==> config.mk <==
export PLATFORM = sky130hd
export DESIGN_NAME = prbs_chk_1b
export DESIGN_NICKNAME = d
export VERILOG_FILES = /design/src/rtl/prbs_chk_1b.sv
export SDC_FILE = /design/constraint.sdc
export NUM_CORES = 1
export LEC_CHECK = 0
export BUFFER_PORTS_ARGS = -buffer_cell sky130_fd_sc_hd__buf_2
export CORE_MARGIN = 2
export CORE_UTILIZATION = 53
export CTS_CLUSTER_SIZE = 12
export DETAILED_ROUTE_END_ITERATION = 8
export GPL_ROUTABILITY_DRIVEN = 0
export MAX_ROUTING_LAYER = met4
export PLACE_DENSITY = 0.76
export SETUP_SLACK_MARGIN = 0.3
export SLEW_MARGIN = 20
export SYNTH_ARGS = -nofsm -noshare
export SYNTH_HDL_FRONTEND = slang
export SYNTH_SLANG_ARGS = --single-unit
==> constraint.sdc <==
create_clock -name clk -period 3.9 [get_ports clk]
set_clock_uncertainty 0.05 [all_clocks]
set_input_delay 0.78 -clock clk [delete_from_list [all_inputs] [get_ports clk]]
set_output_delay 0.78 -clock clk [all_outputs]
set_load 0.05 [all_outputs]
==> src/rtl/prbs_chk_1b.sv <==
// prbs_chk_1b: serial 1-bit PRBS / toggle-pattern checker with BER counters.
// Self-synchronises on the received stream (SEED + HUNT), then free-runs a
// local reference in LOCK and counts mismatches against it.
module prbs_chk_1b #(
   parameter int LOCK_CNT = 64,
   parameter int LOSS_WIN = 256,
   parameter int LOSS_THR = 32,
   parameter int CNT_W    = 32
) (
   input  logic             clk,
   input  logic             arstb,
   input  logic             rstb,
   input  logic             chk_en,
   input  logic             prbs_en,
   input  logic             inv,
   input  logic [1:0]       ptrn_sel,
   input  logic             clr_cnt,
   input  logic             din,
   output logic             lock,
   output logic             err,
   output logic [CNT_W-1:0] err_cnt,
   output logic [CNT_W-1:0] bit_cnt
);

   localparam int RUN_W = $clog2(LOCK_CNT + 1);
   // Window counters also have to hold LOSS_THR (which is <= LOSS_WIN).
   localparam int WIN_W = $clog2(LOSS_WIN + 1);

   typedef enum logic [1:0] {S_IDLE, S_SEED, S_HUNT, S_LOCK} state_t;

   state_t           state;
   logic             d_q;
   logic [1:0]       ptrn_q;
   logic             prbs_q;
   logic             inv_q;
   logic [30:0]      h;
   logic [4:0]       seed_cnt;
   logic [RUN_W-1:0] run_cnt;
   logic [WIN_W-1:0] win_cnt;
   logic [WIN_W-1:0] win_err;

   logic             p;
   logic [4:0]       ord_m1;
   logic             mism;
   logic             cfg_chg;
   logic [WIN_W-1:0] win_err_nxt;
   logic             cnt_run;
   logic             err_inc;

   // Saturating increment: counters stick at all-ones instead of wrapping.
   function automatic logic [CNT_W-1:0] sat_inc(input logic [CNT_W-1:0] v);
      return (&v) ? v : v + CNT_W'(1);
   endfunction

   // Predicted next bit from history (h[0] is the newest bit) and the order-1 of the pattern.
   always_comb begin
      p      = ~h[0];
      ord_m1 = 5'd0;
      if (prbs_q) begin
         case (ptrn_q)
            2'b00:   begin p = h[6]  ^ h[5];  ord_m1 = 5'd6;  end
            2'b01:   begin p = h[9]  ^ h[6];  ord_m1 = 5'd9;  end
            2'b10:   begin p = h[14] ^ h[13]; ord_m1 = 5'd14; end
            default: begin p = h[30] ^ h[27]; ord_m1 = 5'd30; end
         endcase
      end
   end

   assign mism        = d_q ^ p;
   assign cfg_chg     = (ptrn_sel != ptrn_q) | (prbs_en != prbs_q) | (inv != inv_q);
   assign win_err_nxt = win_err + WIN_W'(mism);
   // Counters only advance on a normal LOCK cycle (not disabled, no reconfiguration).
   assign cnt_run     = chk_en & ~cfg_chg & (state == S_LOCK);
   assign err_inc     = cnt_run & mism;

   // Input flop (optionally inverted) and registered copies of the configuration.
   always_ff @(posedge clk or negedge arstb) begin
      if (!arstb) begin
         d_q    <= 1'b0;
         ptrn_q <= 2'b00;
         prbs_q <= 1'b0;
         inv_q  <= 1'b0;
      end else if (!rstb) begin
         d_q    <= 1'b0;
         ptrn_q <= 2'b00;
         prbs_q <= 1'b0;
         inv_q  <= 1'b0;
      end else begin
         d_q    <= din ^ inv;
         ptrn_q <= ptrn_sel;
         prbs_q <= prbs_en;
         inv_q  <= inv;
      end
   end

   // Sync FSM: seed history, hunt for LOCK_CNT good predictions, then free-run and watch for loss.
   always_ff @(posedge clk or negedge arstb) begin
      if (!arstb) begin
         state    <= S_IDLE;
         lock     <= 1'b0;
         err      <= 1'b0;
         h        <= '0;
         seed_cnt <= '0;
         run_cnt  <= '0;
         win_cnt  <= '0;
         win_err  <= '0;
      end else if (!rstb) begin
         state    <= S_IDLE;
         lock     <= 1'b0;
         err      <= 1'b0;
         h        <= '0;
         seed_cnt <= '0;
         run_cnt  <= '0;
         win_cnt  <= '0;
         win_err  <= '0;
      end else begin
         err <= 1'b0;
         if (!chk_en) begin
            state <= S_IDLE;
            lock  <= 1'b0;
         end else if (cfg_chg) begin
            state    <= S_SEED;
            seed_cnt <= '0;
            lock     <= 1'b0;
         end else begin
            case (state)
               S_IDLE: begin
                  state    <= S_SEED;
                  seed_cnt <= '0;
               end
               S_SEED: begin
                  h <= {h[29:0], d_q};
                  if (seed_cnt == ord_m1) begin
                     state   <= S_HUNT;
                     run_cnt <= '0;
                  end else begin
                     seed_cnt <= seed_cnt + 5'd1;
                  end
               end
               S_HUNT: begin
                  h <= {h[29:0], d_q};
                  if (mism) begin
                     run_cnt <= '0;
                  end else if (run_cnt == RUN_W'(LOCK_CNT - 1)) begin
                     state   <= S_LOCK;
                     lock    <= 1'b1;
                     win_cnt <= '0;
                     win_err <= '0;
                  end else begin
                     run_cnt <= run_cnt + RUN_W'(1);
                  end
               end
               default: begin
                  // Free-run on the prediction so a line error cannot corrupt the reference.
                  h   <= {h[29:0], p};
                  err <= mism;
                  if (win_err_nxt >= WIN_W'(LOSS_THR)) begin
                     state    <= S_SEED;
                     seed_cnt <= '0;
                     lock     <= 1'b0;
                  end else if (win_cnt == WIN_W'(LOSS_WIN - 1)) begin
                     win_cnt <= '0;
                     win_err <= '0;
                  end else begin
                     win_cnt <= win_cnt + WIN_W'(1);
                     win_err <= win_err_nxt;
                  end
               end
            endcase
         end
      end
   end

   // Saturating error and bit counters; clear wins over increment.
   always_ff @(posedge clk or negedge arstb) begin
      if (!arstb) begin
         err_cnt <= '0;
         bit_cnt <= '0;
      end else if (!rstb) begin
         err_cnt <= '0;
         bit_cnt <= '0;
      end else if (clr_cnt) begin
         err_cnt <= '0;
         bit_cnt <= '0;
      end else begin
         if (cnt_run) bit_cnt <= sat_inc(bit_cnt);
         if (err_inc) err_cnt <= sat_inc(err_cnt);
      end
   end

endmodule

==> results of run 1 <==
## per-layer routing
layer / vias to the layer above / part of all wire (%)
met1: 2855 / 44
met4: 0 / 1.9
met3: 25 / 4.2
met2: 139 / 50
li1: 2644 / -
met5: - / 0
## final cells by class
| cell class | count | area (um^2) | area share (%) |
|---|---|---|---|
| clock inverter | 11 | 173 | 2.11 |
| multi-input combinational | 513 | 3410 | 41.8 |
| inverter | 10 | 37.5 | 0.459 |
| tap | 172 | 215 | 2.63 |
| clock buffer | 21 | 460 | 5.63 |
| timing repair buffer | 92 | 518 | 6.34 |
| sequential | 134 | 3350 | 41.0 |
## Yosys cell counts, types with 3 or more instances
cell	instances
nor4_1	13
o21ai_0	23
xnor2_1	20
clkbuf_1	24
and2_1	14
o31ai_1	8
mux2i_1	7
nand2_1	49
nor4b_1	4
buf_2	3
and3_1	27
dfrtp_1	134
nor3_1	13
nor3b_1	5
nand2b_1	3
a22o_1	31
o21bai_1	5
a21o_1	4
nand3_1	46
buf_1	3
inv_1	9
or2_2	5
and4_1	8
ha_1	12
a21oi_1	9
or4_1	5
nor2_1	89
xor2_1	45
nand4_1	27
## report_power, final
part	switching, W	leakage [nW]	total (W)	internal, W
Clock	0.000618	0.308	0.00172	0.00111
Sequential	0.00000697	1.87	0.00140	0.00139
Combinational	0.0000973	1.57	0.000134	0.0000369
Total	0.000723	3.74	0.00326	0.00254
## how the worst min path moves through the flow
stage / startpoint / endpoint / slack [ns] / cells past startpoint
finish: arstb / err_cnt[24]$_DFFE_PN0P_ / 0.29 / 1
floorplan: run_cnt[4]$_DFFE_PN0P_ / run_cnt[4]$_DFFE_PN0P_ / 0.41 / 1
global placement: h[28]$_DFFE_PN0P_ / h[29]$_DFFE_PN0P_ / 0.43 / 1
global route: arstb / err_cnt[27]$_DFFE_PN0P_ / 0.33 / 1
CTS: arstb / err_cnt[24]$_DFFE_PN0P_ / 0.30 / 1
detailed placement: h[11]$_DFFE_PN0P_ / h[12]$_DFFE_PN0P_ / 0.44 / 1
## timing repair
action                                  4_1_cts  5_1_grt
endpoints found under the hold margin         0        0
setup buffers                                 2        4
cloned                                        0        0
endpoints found under the setup margin        6       15
pin swaps                                     0        3
gates resized for setup                       3        9
## registers in the layout, summed over array words and instances (netlist names)
register / cells
bit_cnt: 32
d_q: 1
err: 1
err_cnt: 32
h: 31
inv_q: 1
lock: 1
prbs_q: 1
ptrn_q: 2
run_cnt: 7
seed_cnt: 5
state: 2
win_cnt: 9
win_err: 9
## layout by cell type, fill, tap and decap left out, types with 17 or more instances in the layout
cell type,count
nor2_1,89
dfrtp_1,133
and3_1,27
o21ai_0,23
nand3_1,45
a22o_1,31
nand2_1,48
xor2_1,45
xnor2_1,20
nand4_1,27
clkbuf_16,17
buf_4,17
buf_2,74
## metrics by stage
step / util (%) / setup WS (ns)
finish: 64.8 / 0.484
CTS: 64.2 / 0.390
global placement: 59.0 / 0.410
global route: 64.8 / 0.301
detailed placement: 59.0 / 0.253
floorplan: - / 0.302
## critical path: cells and delay by family (launching register included)
family                   cells  cell delay, ns
AND/OR/NAND/NOR              2            0.60
buffers and inverters        1            0.08
XOR/XNOR                     1            0.15
multiplexers                 3            0.79
flip-flops                   1            0.40
AO/OA/AOI/OAI                5            1.10
adder cells (fa/ha/maj)      1            0.16
## cells by family (layout without fill, tap and decap cells)
logic type                 count (synthesis)  in the layout  synth area share (%)
DFF                                      134            134                  49.0
AOI/OAI and AO/OA                        104            104                  11.4
and+or+nand+nor                          321            321                  24.7
adders and majority gates                 12             12                  2.20
buffers and inverters                     42            134                  2.53
muxes                                     10             10                  1.57
xor gates and xnor gates                  66             66                  8.56
==> flow_summary.toml, run 1 <==
[floorplan]
coreArea_mm2 = 0.0126
placementRows = 41
fp.dieArea_mm2 = 0.0138
ios = 76
start_util_pct = 54.2
die_x_um = 118
die_h_um = 118

[cells_and_area]
n_fill_cell = 1019
diodes = 0
layout.cells.non_filler = 953
finalInstanceArea_mm2 = 0.00817
area_growth_pct = 19.5
drive_gt1_share_pct = 19.8
nets = 790

[power_and_ir_drop]
finalPower_w = 0.00326
leakagePower_nw = 3.74
powerDensity_mw_per_mm2 = 399
vdd_drop_max_mv = 0.251

[grt]
grt_max_degree = 94
grtUsageMet1_pct = 31.6
antenna_found_initial = 0
grt.busiest_layer = "met2"
use_met2_pct = 39.1
grt_pass1_wl_mm = 27.5
grt_usage_pct = 24.9
grt_pass1_vias = 5693
grt_use_met3_pct = 5.67
overflow = 0

[yosys]
synthTopCellsByArea = "dfrtp_1, xor2_1, nor2_1, a22o_1, nand3_1"
ys.flop_type = "dfrtp_1"
ys_types = 65
synth_top_cell_by_area = "dfrtp_1"
syn_nets = 711
syn_inst = 689
synth.avg_cell_area_um2 = 9.92
synth-edff-count = 0
synth_warnings = 0
synthesis.area_mm2 = 0.00684
ys_seq_area_share_pct = 49.0
synth-seq-cells = 134
async_flop_share_pct = 100
yosysTopAreaCellShare_pct = 49.0

[cts]
clk_path_buf_depth = 2
clkTransAtPathRegs_ns = 0.06
clock_latency_ns = 0.43
cts_sinks = 134
cts_buffers = 17
cts_tree = "yes"
cts_root_buf = "clkbuf_16"
cts_hold_buf = 0
h-tree-depth = 4

[placed_design]
place_area_mm2 = 0.00744
dp_hpwl_mm = 10.4
portBuffers = 75
dpl.cell_count = 915

[setup_path]
critical_path.max_fanout = 6
required_ns = 4.22
reg2reg_from = "ptrn_q[0]$_DFF_PN0_"
startpoint = "ptrn_q[0]$_DFF_PN0_"
reg2reg_depth = 13
crit_path_end = "win_cnt[7]$_DFFE_PN0P_"
cp.arrival_ns = 3.74
worstSetupStartpointType = "flip-flop"
critPathMaxStageDelay_ns = 0.51
r2r_end = "win_cnt[7]$_DFFE_PN0P_"
cp_cell_sequence = "mux2i_2 -> mux2_4 -> o22ai_4 -> xnor2_4 -> inv_2 -> ha_4 -> a211o_1 -> a211o_1 -> a211oi_2 -> mux2_4 -> o2111ai_4 -> or4_1 -> nand3_1"
regToRegSetupSlack_ns = 0.48
cp_slowest_cell = "or4_1"
end_kind = "flip-flop"
critical_path_class = "reg2reg"

[timing]
report.final.hold_viol_count = 0
rsz0062_at_grt = "false"
slew_violations = 0
layout_worst_path_cycle_share_pct = 87.6
holdWs_ns = 0.290
min_period_ns = 3.42
relSlewSlack_pct = 42.1
worstMarginPinSlew_ns = 0.860
fmax_mhz = 293
setup_viol = 0
tns_ns = 0

[drt]
wl_per_cell_um = 16.8
vias = 5663
route.detailed.drc = 0
avgViaCountPerCell = 5.94
wl_mm = 16.0
ant_nets = 0
dr.first_iter.drc_count = 567
firstDrtPassIters = 7

[min_path]
hold_path_class = "in2async"

[status]
outcome = "complete, no violations"

[job]
maxCapViolations = 0
(Power assumes the default switching activity.)
==> inputs of run 2 (changes only) <==
--- a/config.mk
+++ b/config.mk
@@ -6,13 +6,15 @@
 export NUM_CORES = 1
 export LEC_CHECK = 0
 export BUFFER_PORTS_ARGS = -buffer_cell sky130_fd_sc_hd__buf_2
+export CELL_PAD_IN_SITES_DETAIL_PLACEMENT = 1
+export CELL_PAD_IN_SITES_GLOBAL_PLACEMENT = 1
 export CORE_MARGIN = 2
-export CORE_UTILIZATION = 53
+export CORE_UTILIZATION = 41
 export CTS_CLUSTER_SIZE = 12
 export DETAILED_ROUTE_END_ITERATION = 8
 export GPL_ROUTABILITY_DRIVEN = 0
 export MAX_ROUTING_LAYER = met4
-export PLACE_DENSITY = 0.76
+export PLACE_DENSITY = 0.75
 export SETUP_SLACK_MARGIN = 0.3
 export SLEW_MARGIN = 20
 export SYNTH_ARGS = -nofsm -noshare
==> run 2 against run 1 <==
Non-clock buffer count grew 4. Largest cell class unchanged. Count of clock-buffer cells in the layout is 3 lower. Power is 2.8% higher. Highest routed layer unchanged. Largest power group unchanged. Via count increased by 2.4%. Register-to-register slack got worse by 0.02 ns.
==> flow_summary.toml, run 2 (synthesized netlist as in run 1, its figures left out) <==
[status]
outcome = "complete, no violations"

[floorplan]
start_util_pct = 41.5
fp.dieArea_mm2 = 0.0177
die_h_um = 133
die_x_um = 133
placementRows = 47
ios = 76
coreArea_mm2 = 0.0165

[timing]
layout_worst_path_cycle_share_pct = 88.0
setup_viol = 0
report.final.hold_viol_count = 0
slew_violations = 0
rsz0062_at_grt = "false"
fmax_mhz = 291
min_period_ns = 3.43
tns_ns = 0
relSlewSlack_pct = 37.6
worstMarginPinSlew_ns = 0.927
finalWorstSetupSlack_ns = 0.468

[setup_path]
end_kind = "flip-flop"
cp_cell_sequence = "mux2i_2 -> mux2_4 -> o22ai_4 -> xnor2_4 -> inv_4 -> ha_4 -> a211o_1 -> a211o_1 -> a211oi_2 -> mux2_4 -> o2111ai_4 -> or4_1 -> nand3_1"
critical_path.max_fanout = 8
critical_path_class = "reg2reg"
cp.arrival_ns = 3.75
required_ns = 4.22
worstSetupStartpointType = "flip-flop"
cp_slowest_cell = "or4_1"
critPathMaxStageDelay_ns = 0.52

[cts]
clk_path_buf_depth = 2
cts_root_buf = "clkbuf_16"
cts_hold_buf = 0
cts_sinks = 134
clock_latency_ns = 0.43
h-tree-depth = 4
clkTransAtPathRegs_ns = 0.06
cts_buffers = 17
cts_tree = "yes"

[grt]
grt_max_degree = 80
overflow = 0
grt_usage_pct = 22.2
antenna_found_initial = 0
grt_pass1_wl_mm = 30.7
grt_pass1_vias = 6054

[cells_and_area]
most-common-layout-cells = "dfrtp_1, nor2_1, buf_2"
finalInstanceArea_mm2 = 0.00833
reg_top3 = "bit_cnt x32, err_cnt x32, h x31"
diodes = 0
drive_gt1_share_pct = 21.0
area_growth_pct = 21.8
nets = 794
n_fill_cell = 1822
final_common_cell = "dfrtp_1"
layout.cells.non_filler = 1005

[power_and_ir_drop]
powerDensity_mw_per_mm2 = 402
p_switching_w = 0.000760
leakagePower_nw = 3.77
vdd_drop_max_mv = 0.309
finalPower_w = 0.00335
power_frac_clock_pct = 54.0
internal_power_w = 0.00259
seqPwrFrac_pct = 41.8
combPwrFrac_pct = 4.2
switching_share_pct = 22.7

[placed_design]
dpl.cell_count = 965
dp_slack_ns = 0.130
portBuffers = 75
place_area_mm2 = 0.00752
dp_hpwl_mm = 12.4

[drt]
wl_mm = 18.6
vias = 5797
wl_per_cell_um = 18.5
dr.first_iter.drc_count = 366
route.detailed.drc = 0
firstDrtPassIters = 4
ant_nets = 0
avgViaCountPerCell = 5.77

[job]
maxCapViolations = 0

[min_path]
hold_path_class = "in2async"
[run 2: routing by layer]
metal | vias to the layer above | GRT usage (%) | wire length (um)
li1 | 2648 | - | -
met5 | - | - | 0
met4 | 0 | 6.91 | 318
met2 | 125 | 36.5 | 9350
met1 | 2990 | 26.9 | 8210
met3 | 34 | 5.75 | 691
[run 2: final cells by class]
class	instances	area, um^2	share of cell area, %
repair buffers	96	552	6.62
clock inverters	14	220	2.64
well taps	220	275	3.30
multi-input cells	513	3450	41.4
clock buffers	18	439	5.27
flip-flops and latches	134	3360	40.3
inverters	10	40.0	0.481
[run 2: path summary, 6_finish.rpt]
path / startpoint / end / slack (ns) / cells past startpoint
max in group asynchronous: arstb / h[14]$_DFFE_PN0P_ / 2.74 / 2
worst max register to register: ptrn_q[0]$_DFF_PN0_ / win_cnt[7]$_DFFE_PN0P_ / 0.47 / 13
worst max-delay path: ptrn_q[0]$_DFF_PN0_ / win_cnt[7]$_DFFE_PN0P_ / 0.47 / 13
worst min-delay path: arstb / err_cnt[24]$_DFFE_PN0P_ / 0.30 / 1
worst min register to register: h[17]$_DFFE_PN0P_ / h[18]$_DFFE_PN0P_ / 0.45 / 1
min in group clk: h[17]$_DFFE_PN0P_ / h[18]$_DFFE_PN0P_ / 0.45 / 1
[run 2: power by group through the flow]
| stage | Combinational [W] | Sequential [W] | Clock [W] |
|---|---|---|---|
| 2_1_floorplan | 0.0000736 | 0.00142 | 0 |
| 3_3_place_gp | 0.000129 | 0.00143 | 0 |
| 3_5_place_dp | 0.000133 | 0.00143 | 0 |
| 4_1_cts | 0.000137 | 0.00140 | 0.00184 |
| 5_1_grt | 0.000156 | 0.00140 | 0.00189 |
| 6_report | 0.000140 | 0.00140 | 0.00181 |
[run 2: through the flow]
| stage | util, % | hold slack [ns] |
|---|---|---|
| after floorplan | - | 0.409 |
| after global placement | 45.7 | 0.424 |
| after detailed placement | 45.7 | 0.436 |
| after CTS | 50.0 | 0.452 |
| after global routing | 50.6 | 0.400 |
| final | 50.6 | 0.304 |
[run 2: worst max-delay path: cells and delay by family (launching register included)]
kind            cells  cell delay, ns
mux                 3            0.77
compound gates      5            1.12
buf+inv             1            0.08
fa+ha+maj           1            0.17
flops               1            0.40
simple gates        2            0.61
xor+xnor            1            0.16
[run 2: what timing repair did]
item | in CTS | in global routing
buffers inserted | 5 | 3
resized for setup | 5 | 15
pin swaps | 0 | 4
setup endpoints to repair | 15 | 25
